$ cat config.mk
export PLATFORM = sky130hd
export DESIGN_NAME = bcd_scan_ctrl
export DESIGN_NICKNAME = d
export VERILOG_FILES = /design/src/rtl/bcd_scan_ctrl.sv
export SDC_FILE = /design/constraint.sdc
export NUM_CORES = 1
export LEC_CHECK = 0
export BUFFER_PORTS_ARGS = -buffer_cell sky130_fd_sc_hd__buf_2
export CAP_MARGIN = 15
export CORE_MARGIN = 3
export CORE_UTILIZATION = 55
export DETAILED_ROUTE_END_ITERATION = 8
export GPL_ROUTABILITY_DRIVEN = 0
export PLACE_DENSITY = 0.82
export SLEW_MARGIN = 10
export SYNTH_ARGS = -nofsm -noshare
export SYNTH_HDL_FRONTEND = slang
export SYNTH_SLANG_ARGS = --single-unit
export TNS_END_PERCENT = 30
$ cat constraint.sdc
create_clock -name clk -period 2.7 [get_ports clk]
set_clock_uncertainty 0.15 [all_clocks]
set_input_delay 0.675 -clock clk [delete_from_list [all_inputs] [get_ports clk]]
set_output_delay 0.675 -clock clk [all_outputs]
set_load 0.005 [all_outputs]
$ cat src/rtl/bcd_scan_ctrl.sv
// bcd_scan_ctrl: binary-to-BCD sequencer for a multiplexed 7-segment display.
// A value arrives over a valid/ready handshake, is converted serially with the
// shift-add-3 (double dabble) method one bit per clock, and is then latched into
// a display register that a free-running scanner walks across NDIG digits.
// Optional macro BCD_SCAN_LZ_BLANK_EN enables leading-zero blanking.
module bcd_scan_ctrl #(
   parameter int VAL_W    = 16,
   parameter int NDIG     = 5,
   parameter int SCAN_DIV = 50000
) (
   input  logic             clk,
   input  logic             reset_n,
   input  logic [VAL_W-1:0] val_in,
   input  logic             val_valid,
   output logic             val_ready,
   output logic             busy,
   output logic [0:6]       seg,
   output logic [NDIG-1:0]  dig_en
);

   localparam int BCD_W  = 4 * NDIG;
   localparam int CNT_W  = $clog2(VAL_W + 1);
   localparam int SCAN_W = (SCAN_DIV > 1) ? $clog2(SCAN_DIV) : 1;
   localparam int IDX_W  = (NDIG > 1) ? $clog2(NDIG) : 1;

   localparam logic [CNT_W-1:0]  LAST_BIT  = CNT_W'(VAL_W - 1);
   localparam logic [SCAN_W-1:0] SCAN_LAST = SCAN_W'(SCAN_DIV - 1);
   localparam logic [IDX_W-1:0]  IDX_LAST  = IDX_W'(NDIG - 1);

   typedef enum logic [1:0] {
      IDLE,
      CONV,
      LOAD
   } state_t;

   state_t             state;
   logic [VAL_W-1:0]   shift_reg;
   logic [BCD_W-1:0]   bcd;
   logic [BCD_W-1:0]   bcd_adj;
   logic [CNT_W-1:0]   bit_cnt;
   logic [BCD_W-1:0]   disp;
   logic [SCAN_W-1:0]  scan_cnt;
   logic [IDX_W-1:0]   dig_idx;
   logic [3:0]         cur_nib;
   logic               blank;
   logic [0:6]         next_seg;
   logic [NDIG-1:0]    next_en;

   // Segment pattern for one decimal digit, a..g left to right, active-low.
   function automatic logic [0:6] seg_code(input logic [3:0] nib);
      logic [0:6] code;
      case (nib)
         4'd0:    code = 7'b0000001;
         4'd1:    code = 7'b1001111;
         4'd2:    code = 7'b0010010;
         4'd3:    code = 7'b0000110;
         4'd4:    code = 7'b1001100;
         4'd5:    code = 7'b0100100;
         4'd6:    code = 7'b0100000;
         4'd7:    code = 7'b0001111;
         4'd8:    code = 7'b0000000;
         4'd9:    code = 7'b0000100;
         default: code = 7'b1111111;
      endcase
      return code;
   endfunction

   // Add-3 correction: every BCD nibble of 5 or more gets 3 added before the shift.
   always_comb begin
      bcd_adj = bcd;
      for (int i = 0; i < NDIG; i++) begin
         if (bcd[4*i +: 4] >= 4'd5) begin
            bcd_adj[4*i +: 4] = bcd[4*i +: 4] + 4'd3;
         end
      end
   end

   // Conversion FSM: capture in IDLE, one shift per clock in CONV, publish in LOAD.
   always_ff @(posedge clk or negedge reset_n) begin
      if (!reset_n) begin
         state     <= IDLE;
         shift_reg <= '0;
         bcd       <= '0;
         bit_cnt   <= '0;
         disp      <= '0;
         val_ready <= 1'b1;
         busy      <= 1'b0;
      end else begin
         case (state)
            IDLE: begin
               if (val_valid && val_ready) begin
                  shift_reg <= val_in;
                  bcd       <= '0;
                  bit_cnt   <= '0;
                  val_ready <= 1'b0;
                  busy      <= 1'b1;
                  state     <= CONV;
               end
            end
            CONV: begin
               {bcd, shift_reg} <= {bcd_adj, shift_reg} << 1;
               bit_cnt          <= bit_cnt + 1'b1;
               if (bit_cnt == LAST_BIT) begin
                  state <= LOAD;
               end
            end
            LOAD: begin
               disp      <= bcd;
               val_ready <= 1'b1;
               busy      <= 1'b0;
               state     <= IDLE;
            end
            default: begin
               state     <= IDLE;
               val_ready <= 1'b1;
               busy      <= 1'b0;
            end
         endcase
      end
   end

`ifdef BCD_SCAN_LZ_BLANK_EN
   // A digit is blank when it and every digit above it are zero; digit 0 always shows.
   always_comb begin
      logic upper_zero;
      upper_zero = 1'b1;
      for (int i = 0; i < NDIG; i++) begin
         if ((i >= int'(dig_idx)) && (disp[4*i +: 4] != 4'd0)) begin
            upper_zero = 1'b0;
         end
      end
      blank = (dig_idx != '0) && upper_zero;
   end
`else
   assign blank = 1'b0;
`endif

   // Pattern and enable for the digit currently selected by the scanner.
   always_comb begin
      cur_nib          = disp[4*int'(dig_idx) +: 4];
      next_seg         = blank ? 7'b1111111 : seg_code(cur_nib);
      next_en          = '1;
      next_en[dig_idx] = 1'b0;
   end

   // Free-running scanner with registered segment and digit-enable outputs.
   always_ff @(posedge clk or negedge reset_n) begin
      if (!reset_n) begin
         scan_cnt <= '0;
         dig_idx  <= '0;
         seg      <= 7'b1111111;
         dig_en   <= '1;
      end else begin
         seg    <= next_seg;
         dig_en <= next_en;
         if (scan_cnt == SCAN_LAST) begin
            scan_cnt <= '0;
            dig_idx  <= (dig_idx == IDX_LAST) ? '0 : dig_idx + 1'b1;
         end else begin
            scan_cnt <= scan_cnt + 1'b1;
         end
      end
   end

endmodule

* After elaboration in Yosys (flattened, before gate mapping)
Memories as Yosys holds them, arrays and structs flattened. A register that Yosys moved wholly into a read port is not among the register bits.
Index checks and enable logic that the tools add are counted.
Widths: inputs -> output; s select.
** Word-level totals
- Register bits after elaboration :: 89
- Bits in read-only memories :: 112
- Input bits :: 19
- Word-level logic and storage cells :: 66
- Memories :: 1
** Operators by class
- $add $sub $neg :: 8
- Order comparisons :: 7
- Equality and inequality tests :: 7
- Shifts and indexed selects :: 1
- Mux-type cells :: 22
- Bitwise operators :: 2
- Reductions and logical operators :: 8
** Memories
- (name not given) :: words 16, width 7, rd ports 1, clocked after memory_dff 1, wr ports 0, RTL line 52 : case (nib)
** Operator list (count)
- $pmux 20 s2 :: 1
- $mux 16 :: 2
- $pmux 16 s2 :: 1
- $ge 4x3->1 const B :: 5
- $mux 20 :: 1
- $shiftx 20x6->4 :: 1
- $add 16x1->16 const B :: 1
- $add 4x2->4 const B :: 4
- $eq 16x16->1 const B :: 1
- $mux 4 :: 4
- $pmux 5 s2 :: 1
- $mux 3 :: 2
- $reduce_and 2->1 :: 3
- $add 5x1->5 const B :: 1
- $eq 5x4->1 const B :: 1
- $mux 5 :: 1
- $not 5->5 :: 1
- $lt 3x4->1 const B :: 1
- $mux 2 :: 2
- $ne 2x2->1 const B :: 2
- $pmux 1 s2 :: 2
- $pmux 2 s2 :: 1
- $add 3x1->3 const B :: 1
- $add 3x2->3 const B :: 1
- other kinds (11) :: 14

* Logic depth before layout (Yosys ltp)
Gate-level depths: netlist (run 1).
- Depth after elaboration :: 5
- Depth in mapped cells :: 10

* Worst setup path before layout (run 1)
OpenSTA, ideal clock, no wires.
- Path kind :: flip-flop to flip-flop
- Start point :: reg dig_idx[0]
- End point :: reg seg[3] in the netlist's numbering
- Arrival :: 1.869 ns
- Required time :: 2.459 ns
- Path slack :: 0.589 ns
- Stages on the path, launching flop included :: 11
- Buffers on the path :: 2
- Period minus slack after synthesis :: 2.111 ns
- Cell sequence :: dfrtp_1 buf_6 buf_4 mux2i_1 nor2_1 o21ai_0 inv_1 ha_1 inv_1 mux2_4 a22oi_2
** Between the ends
- Longest elaborated chain between the ends :: 1
** RTL lines
- from (decl) :: RTL line 43 : logic [IDX_W-1:0] dig_idx;
- from (signal assigned) :: RTL line 158 : dig_idx <= (dig_idx == IDX_LAST) ? '0 : dig_idx + 1'b1;
- $shiftx 20x6->4 :: RTL line 140 : cur_nib = disp[4*int'(dig_idx) +: 4];
- to (decl) :: RTL line 17 : output logic [0:6] seg,
Every way passes these cells.
A chain may end at the register's enable or synchronous reset.

* Worst setup path in the final report (run 1)
Same ends and word-level chain as after synthesis.

==> flow_summary.toml, run 1 <==
[run_status]
status = "finished, final reports clean"

[grt]
grt_max_degree = 50
antenna_found_initial = 0
grt_first_pass_wirelength_um = 15000
grt_pass1_vias = 3245
gr-total-overflow = 0
gr-usage-all-layers_pct = 19.2

[die]
start_util_pct = 58.0
core_um2 = 7930
num_rows = 32
fp.dieArea_um2 = 9500
dieHeight_um = 97.4
die_x_um = 97.4
ios = 33

[timing]
slew_violations = 0
post-route-period-util_pct = 86.7
rsz0062_at_grt = "no"
finalHoldViolCount = 0
relSlewSlack_pct = 39.1
final.setup.tns_ps = 0
fin_crit_ps = 2340
finalSetupViolCount = 0
max_freq_mhz = 427
tightest_slew_ps = 913

[clock_tree]
cts_buffer_depth = 2
cts_tree = "built"
cts-root-buf = "clkbuf_8"
cts_buffers = 9
cts_sinks = 96
postCtsHoldBufs = 0
cts_max_level = 3
insertion_delay_ps = 360
cts-resized-gates = 0
post_cts_buffers = 0
path_clk_slew_ps = 90

[finish]
reg_top3 = "bcd x20, disp x20"
multi_input_area_um2 = 2030
final_cell_mix = "dfrtp_1, nor2_1, nand2_1, o21ai_0, buf_2"
stdcell_count = 579
fillers = 642
drive_above_1_share_pct = 19.5
ff_latch_area_um2 = 2420
n_antenna_cell = 0
layout_commonest_cell = "dfrtp_1"
syn2layout_area_growth_pct = 9.90
post-route-util_pct = 63.8
nets = 512

[routing]
vias_per_cell = 5.68
drt-pass1-iter-count = 4
drt_iter0_markers = 132
routed-via-count = 3291
wire_per_inst_um = 14.9
antenna_left = 0
drc = 0
wirelength_um = 8610

[placed_design]
dp.cells = 563
hpwl_um = 5980
portBuffers = 32

[synthesis]
yosysWarnings = 0
ys_ff_latch = 96
yosys.area.top_type_share_pct = 45.2
yosysUniqueCellTypes = 47
syn_nets = 479
synthesis.area_per_instance_um2 = 10.5
synth_top_area_cell = "dfrtp_1"
synth_area_um2 = 4600
synthCells = 439
ys_seq_area_share_pct = 52.6
synthTopCellsByArea = "dfrtp_1, dfstp_2, ha_1"

[power]
irDropWorstVdd_mv = 0.583
p_total_mw = 4.40
p_leak_nw = 2.32
p_per_area_nw_per_um2 = 871

[worst_setup_path]
crit_end = "seg[3]"
worstSetupPathType = "reg -> reg"
reg2reg_depth = 7
reg2reg_slack_ps = 360
r2r-end = "seg[3]"
worst-path-max-fanout = 16
worst_setup_path_start_kind = "flop"
reg2reg_from = "dig_idx[0]"
crit_required_ps = 2840
critPathArrivalTime_ps = 2480
end_kind = "flop"
cp-startpoint = "dig_idx[0]"

[flow_run]
cap_violations = 0

[min_path]
min_path_type = "in -> async"
## area by class of cell
class                   count  area share, %
flip-flops and latches     96           47.8
multi-input cells         305           40.1
repair buffers             42           4.95
clock buffers              12           2.87
well taps                 102           2.52
inverters                  18           1.34
clock inverters             4          0.396
## worst min path at each step
stage               startpoint            to  slack (ps)  depth (start not counted)
CTS                    reset_n  scan_cnt[13]         190                          1
detailed placement    disp[12]      disp[12]         330                          2
global placement       disp[8]       disp[8]         320                          2
global route           reset_n   scan_cnt[9]         210                          1
finish                 reset_n  scan_cnt[13]         180                          1
floorplan              reset_n        bcd[0]         230                          0
## logic make-up (layout without fill, tap and decap cells)
group	Yosys count	in the layout	synth area share (%)
buffers and inverters	38	76	3.43
AND/OR/NAND/NOR	145	145	15.0
flip-flops	96	96	52.6
XOR/XNOR	23	23	4.38
multiplexers	21	21	5.14
adder cells (fa/ha/maj)	21	21	5.71
AO/OA/AOI/OAI	95	95	13.7
## layer usage
layer | global-route usage, % | up-vias | wire length (um)
met5 | 0 | - | 0
met1 | 25.0 | 1629 | 3930
met4 | 6.71 | 0 | 102
met3 | 4.67 | 9 | 315
li1 | - | 1583 | -
met2 | 31.5 | 70 | 4260
## where the power goes
group / internal, mW / switching, mW
registers: 1.82 / 0.276
clock network: 0.355 / 0.470
logic: 0.629 / 0.848
## synthesized netlist by cell type (all sizes together)
master	instances
dfrtp	83
nor2	52
o21ai	37
nand2	34
nand3	25
ha	21
inv	18
clkbuf	15
mux2	15
o22ai	15
a21oi	14
xnor2	14
dfstp	13
o31ai	11
nand2b	10
xor2	9
and3	6
mux2i	6
a32o	5
buf	5
nor2b	5
a22oi	3
a2bb2oi	3
nand4	3
a22o	2
and2	2
o2bb2ai	2
a21o	1
a31oi	1
a32oi	1
and2b	1
nand4bb	1
nor3	1
nor3b	1
nor4	1
or2	1
or4	1
or4b	1
## worst max-delay path: stages (launching register included)
cell and delay [ps]:
dfrtp_1 730, mux2i_1 270, nor2_1 70, o21ai_2 340, ha_1 210, inv_1 50, mux2_4 270, a22oi_2 180
## metrics by stage
| step | worst slack, ps | area [um^2] | hold WS (ps) |
|---|---|---|---|
| floorplan | 589 | 4600 | 229 |
| global placement | 493 | 4890 | 315 |
| detailed placement | 359 | 4890 | 327 |
| CTS | 334 | 5050 | 190 |
| global route | 195 | 5050 | 214 |
| finish | 360 | 5050 | 179 |
No activity file was read; power rests on OpenSTA's default activity.
==> run 2, diff against run 1 <==
==> constraint.sdc (replaced) <==
create_clock -name clk -period 2.7 [get_ports clk]
set_clock_uncertainty 0.15 [all_clocks]
set_input_delay 0.135 -clock clk [delete_from_list [all_inputs] [get_ports clk]]
set_output_delay 0.135 -clock clk [all_outputs]
set_load 0.005 [all_outputs]
==> flow_summary.toml, run 2 (synthesis gave the netlist of run 1 again) <==
[timing]
tightest_slew_ps = 962
final.setup.tns_ps = 0
finalHoldViolCount = 0
whs_ps = 128
slew_violations = 0
finalSetupViolCount = 0
relSlewSlack_pct = 35.9
fin_crit_ps = 2330
postLayoutSetupSlackWorst_ps = 365
rsz0062_at_grt = "no"
post-route-period-util_pct = 86.5
max_freq_mhz = 428

[power]
p_total_mw = 4.43
irDropWorstVdd_mv = 0.655
p_per_area_nw_per_um2 = 849
p_leak_nw = 2.39

[finish]
post-route-util_pct = 65.9
ff_latch_area_um2 = 2420
reg_top3 = "bcd x20, disp x20"
stdcell_count = 594
drive_above_1_share_pct = 18.1
finalInstanceArea_um2 = 5230
n_antenna_cell = 0
fillers = 609
final_cell_mix = "dfrtp_1, nor2_1, nand2_1, o21ai_0, buf_2"
multi_input_area_um2 = 2030
nets = 529
layout_commonest_cell = "dfrtp_1"
syn2layout_area_growth_pct = 13.6

[grt]
gr-total-overflow = 0
gr-usage-all-layers_pct = 20.0
grt_max_degree = 60
antenna_found_initial = 0
grt_first_pass_wirelength_um = 15600
grt_pass1_vias = 3402

[die]
num_rows = 32
dieHeight_um = 97.4
core_um2 = 7930
die_x_um = 97.4
start_util_pct = 58.0
fp.dieArea_um2 = 9500
ios = 33

[worst_setup_path]
worst_setup_path_start_kind = "flop"
crit_required_ps = 2820
path_depth = 7
cp_slowest_cell = "dfrtp_1"
max_stage_delay_ps = 730
cp_cell_sequence = "mux2i_1, nor2_1, o21ai_2, ha_1, inv_1, mux2_4, a22oi_2"
worst-path-max-fanout = 16
reg2reg_depth = 7
path_delay_family = "flip-flops"
worstSetupPathType = "reg -> reg"
critPathBufInv = 1
end_kind = "flop"
critPathArrivalTime_ps = 2460

[placed_design]
dpl_cell_area_um2 = 4880
dpl_worst_slack_ps = 368
portBuffers = 32
hpwl_um = 5900
dp.cells = 562

[routing]
wire_per_inst_um = 15.1
antenna_left = 0
routed-via-count = 3335
vias_per_cell = 5.61
drt_iter0_markers = 121
drt-pass1-iter-count = 4
wirelength_um = 8950
drc = 0

[clock_tree]
cts_buffer_depth = 2
cts-root-buf = "clkbuf_8"
insertion_delay_ps = 350
cts_buffers = 9
cts-resized-gates = 0
cts_tree = "built"
path_clk_slew_ps = 80
postCtsHoldBufs = 18
post_cts_buffers = 0
cts_max_level = 3
cts_sinks = 96

[run_status]
status = "finished, final reports clean"

[min_path]
min_path_type = "in -> async"

[flow_run]
cap_violations = 0
## run 2: cell types whose count changed in the layout (fill, tap and decap cells not counted)
| cell | delta |
|---|---|
| clkbuf_8 | +1 |
| clkinv_2 | -4 |
| clkinv_1 | +1 |
| dlygate4sd3_1 | +18 |
| buf_4 | -1 |
## run 2: cell type report
cell class / instances / share of cell area (%)
multi-input combinational: 305 / 38.8
inverter: 18 / 1.29
tap: 102 / 2.44
timing repair buffer: 59 / 8.09
sequential: 96 / 46.3
clock buffer: 13 / 3.04
clock inverter: 1 / 0.0718
## run 2: worst paths after layout
kind                                 start  slack [ps]      endpoint
min in group clk                   disp[8]         340       disp[8]
worst max-delay path            dig_idx[0]         370        seg[3]
worst max register to register  dig_idx[0]         370        seg[3]
worst min-delay path               reset_n         130  scan_cnt[15]
max in group asynchronous          reset_n        1550     val_ready
worst min register to register     disp[8]         340       disp[8]
## run 2: metal layers
metal  up-vias  wire [um]  global-route usage, %
met5         -          0                      0
met4         0        107                   5.86
met3         9        297                   4.31
met2        59       4640                   34.8
met1      1646       3910                   25.0
li1       1621          -                      -
## run 2: where the power goes
part	leakage, nW	switching [mW]	internal, mW
clock network	0.0830	0.450	0.374
registers	1.16	0.284	1.82
logic	1.14	0.859	0.644
==> run 3, diff against run 2 <==
--- a/config.mk
+++ b/config.mk
@@ -5,13 +5,13 @@
 export SDC_FILE = /design/constraint.sdc
 export NUM_CORES = 1
 export LEC_CHECK = 0
-export BUFFER_PORTS_ARGS = -buffer_cell sky130_fd_sc_hd__buf_2
 export CAP_MARGIN = 15
 export CORE_MARGIN = 3
 export CORE_UTILIZATION = 55
 export DETAILED_ROUTE_END_ITERATION = 8
+export DONT_BUFFER_PORTS = 1
 export GPL_ROUTABILITY_DRIVEN = 0
-export PLACE_DENSITY = 0.82
+export PLACE_DENSITY = 0.78
 export SLEW_MARGIN = 10
 export SYNTH_ARGS = -nofsm -noshare
 export SYNTH_HDL_FRONTEND = slang
==> flow_summary.toml, run 3 (synthesis gave the netlist of run 1 again) <==
[run_status]
status = "finished, final reports clean"

[worst_setup_path]
crit_required_ps = 2840
worstSetupPathType = "reg -> reg"
reg2reg_from = "dig_idx[0]"
worst_setup_path_start_kind = "flop"
worst-path-max-fanout = 16
reg2reg_depth = 7
end_kind = "flop"
critPathArrivalTime_ps = 2510
reg2reg_slack_ps = 330
r2r-end = "seg[3]"

[routing]
wirelength_um = 8680
drt-pass1-iter-count = 5
drt_iter0_markers = 129
drc = 0
routed-via-count = 3194
vias_per_cell = 5.66
wire_per_inst_um = 15.4
antenna_left = 0

[clock_tree]
path_clk_slew_ps = 100
post_cts_buffers = 0
cts_buffer_depth = 2
cts_max_level = 3
cts-root-buf = "clkbuf_8"
cts_buffers = 9
cts_sinks = 96
cts_tree = "built"
insertion_delay_ps = 360
cts-resized-gates = 0

[grt]
gr-usage-all-layers_pct = 19.1
antenna_found_initial = 0
gr-total-overflow = 0
grt_first_pass_wirelength_um = 15000
grt_pass1_vias = 3206
grt_max_degree = 97

[timing]
post-route-period-util_pct = 87.9
fin_crit_ps = 2370
finalHoldViolCount = 0
finalSetupViolCount = 0
final.setup.tns_ps = 0
max_freq_mhz = 422
slew_violations = 0
rsz0062_at_grt = "no"
tightest_slew_ps = 1040
relSlewSlack_pct = 30.9

[finish]
syn2layout_area_growth_pct = 10.7
drive_above_1_share_pct = 13.2
multi_input_area_um2 = 2030
ff_latch_area_um2 = 2420
nets = 497
reg_top3 = "bcd x20, disp x20"
n_antenna_cell = 0
layout_commonest_cell = "dfrtp_1"
finalInstanceArea_um2 = 5090
stdcell_count = 564
fillers = 612
final_cell_mix = "dfrtp_1, nor2_1, nand2_1, o21ai_0, nand3_1"

[min_path]
min_path_type = "in -> reg"
hold_end = "busy"
worstHoldStart = "val_valid"
whs_path_depth = 3

[die]
ios = 33
num_rows = 32
start_util_pct = 58.0
die_x_um = 97.4
core_um2 = 7930
fp.dieArea_um2 = 9500
dieHeight_um = 97.4

[power]
p_total_mw = 4.41
p_int_mw = 2.80
clockPowerShare_pct = 19.7
p_switching_mw = 1.62
irDropWorstVdd_mv = 0.753
swShare_pct = 36.6
comb_power_share_pct = 32.5
p_leak_nw = 2.27
p_seq_share_pct = 47.8
p_per_area_nw_per_um2 = 867

[placed_design]
dp.cells = 528
dpl_cell_area_um2 = 4690
portBuffers = 0
hpwl_um = 5500

[flow_run]
cap_violations = 0
run 3: cell count changes in the layout (fill, tap and decap cells not counted), sizes merged:
cell         change
buf             -33
clkbuf           -3
clkinv           +3
clkinvlp         +1
dlygate4sd3      +1
inv              +1
run 3: how the worst max path moves through the flow:
stage / startpoint / endpoint / slack, ps / cells past startpoint
6_report: dig_idx[0] / seg[3] / 330 / 7
5_1_grt: dig_idx[0] / seg[3] / 180 / 7
4_1_cts: dig_idx[0] / seg[3] / 350 / 7
3_5_place_dp: dig_idx[0] / seg[3] / 400 / 7
3_3_place_gp: dig_idx[0] / seg[3] / 500 / 7
2_1_floorplan: dig_idx[0] / seg[3] / 590 / 10
run 3: stage by stage:
| step | hold WS, ps | utilization [%] | worst slack, ps |
|---|---|---|---|
| floorplan | -311 | - | 589 |
| global placement | -308 | 59.2 | 499 |
| detailed placement | -308 | 59.2 | 397 |
| CTS | 162 | 64.2 | 353 |
| global route | 200 | 64.2 | 175 |
| finish | 161 | 64.2 | 328 |
run 3: area by class of cell:
class,count,area share [%]
multi-input combinational,305,39.8
timing repair buffer,27,5.31
clock inverter,6,0.860
tap,102,2.51
clock buffer,10,2.70
sequential,96,47.5
inverter,18,1.33
run 3: metal layers:
layer  share of wire (%)  global-route usage (%)  up-vias
met3                 3.9                    5.24       12
li1                    -                       -     1555
met2                  49                    31.7       66
met1                  46                    24.7     1561
met5                   0                       0        -
met4                 1.2                    5.22        0
run 3: power by group through the flow:
| stage | clock network, mW | logic, mW | registers, mW |
|---|---|---|---|
| 2_1_floorplan | 0 | 1.13 | 2.04 |
| 3_3_place_gp | 0 | 1.31 | 2.11 |
| 3_5_place_dp | 0 | 1.38 | 2.13 |
| 4_1_cts | 0.884 | 1.44 | 2.11 |
| 5_1_grt | 0.952 | 1.64 | 2.16 |
| 6_report | 0.869 | 1.43 | 2.11 |
run 3: critical path: stages (launching register included):
cell and delay, ps:
dfrtp_1 730, mux2i_1 280, nor2_1 80, o21ai_2 350, ha_1 220, inv_1 40
mux2_4 270, a22oi_2 180
run 3: timing repair:
action                     in CTS  in global routing
setup endpoints to repair       0                  0
hold buffers                   20                  0
hold endpoints to repair      113                  0
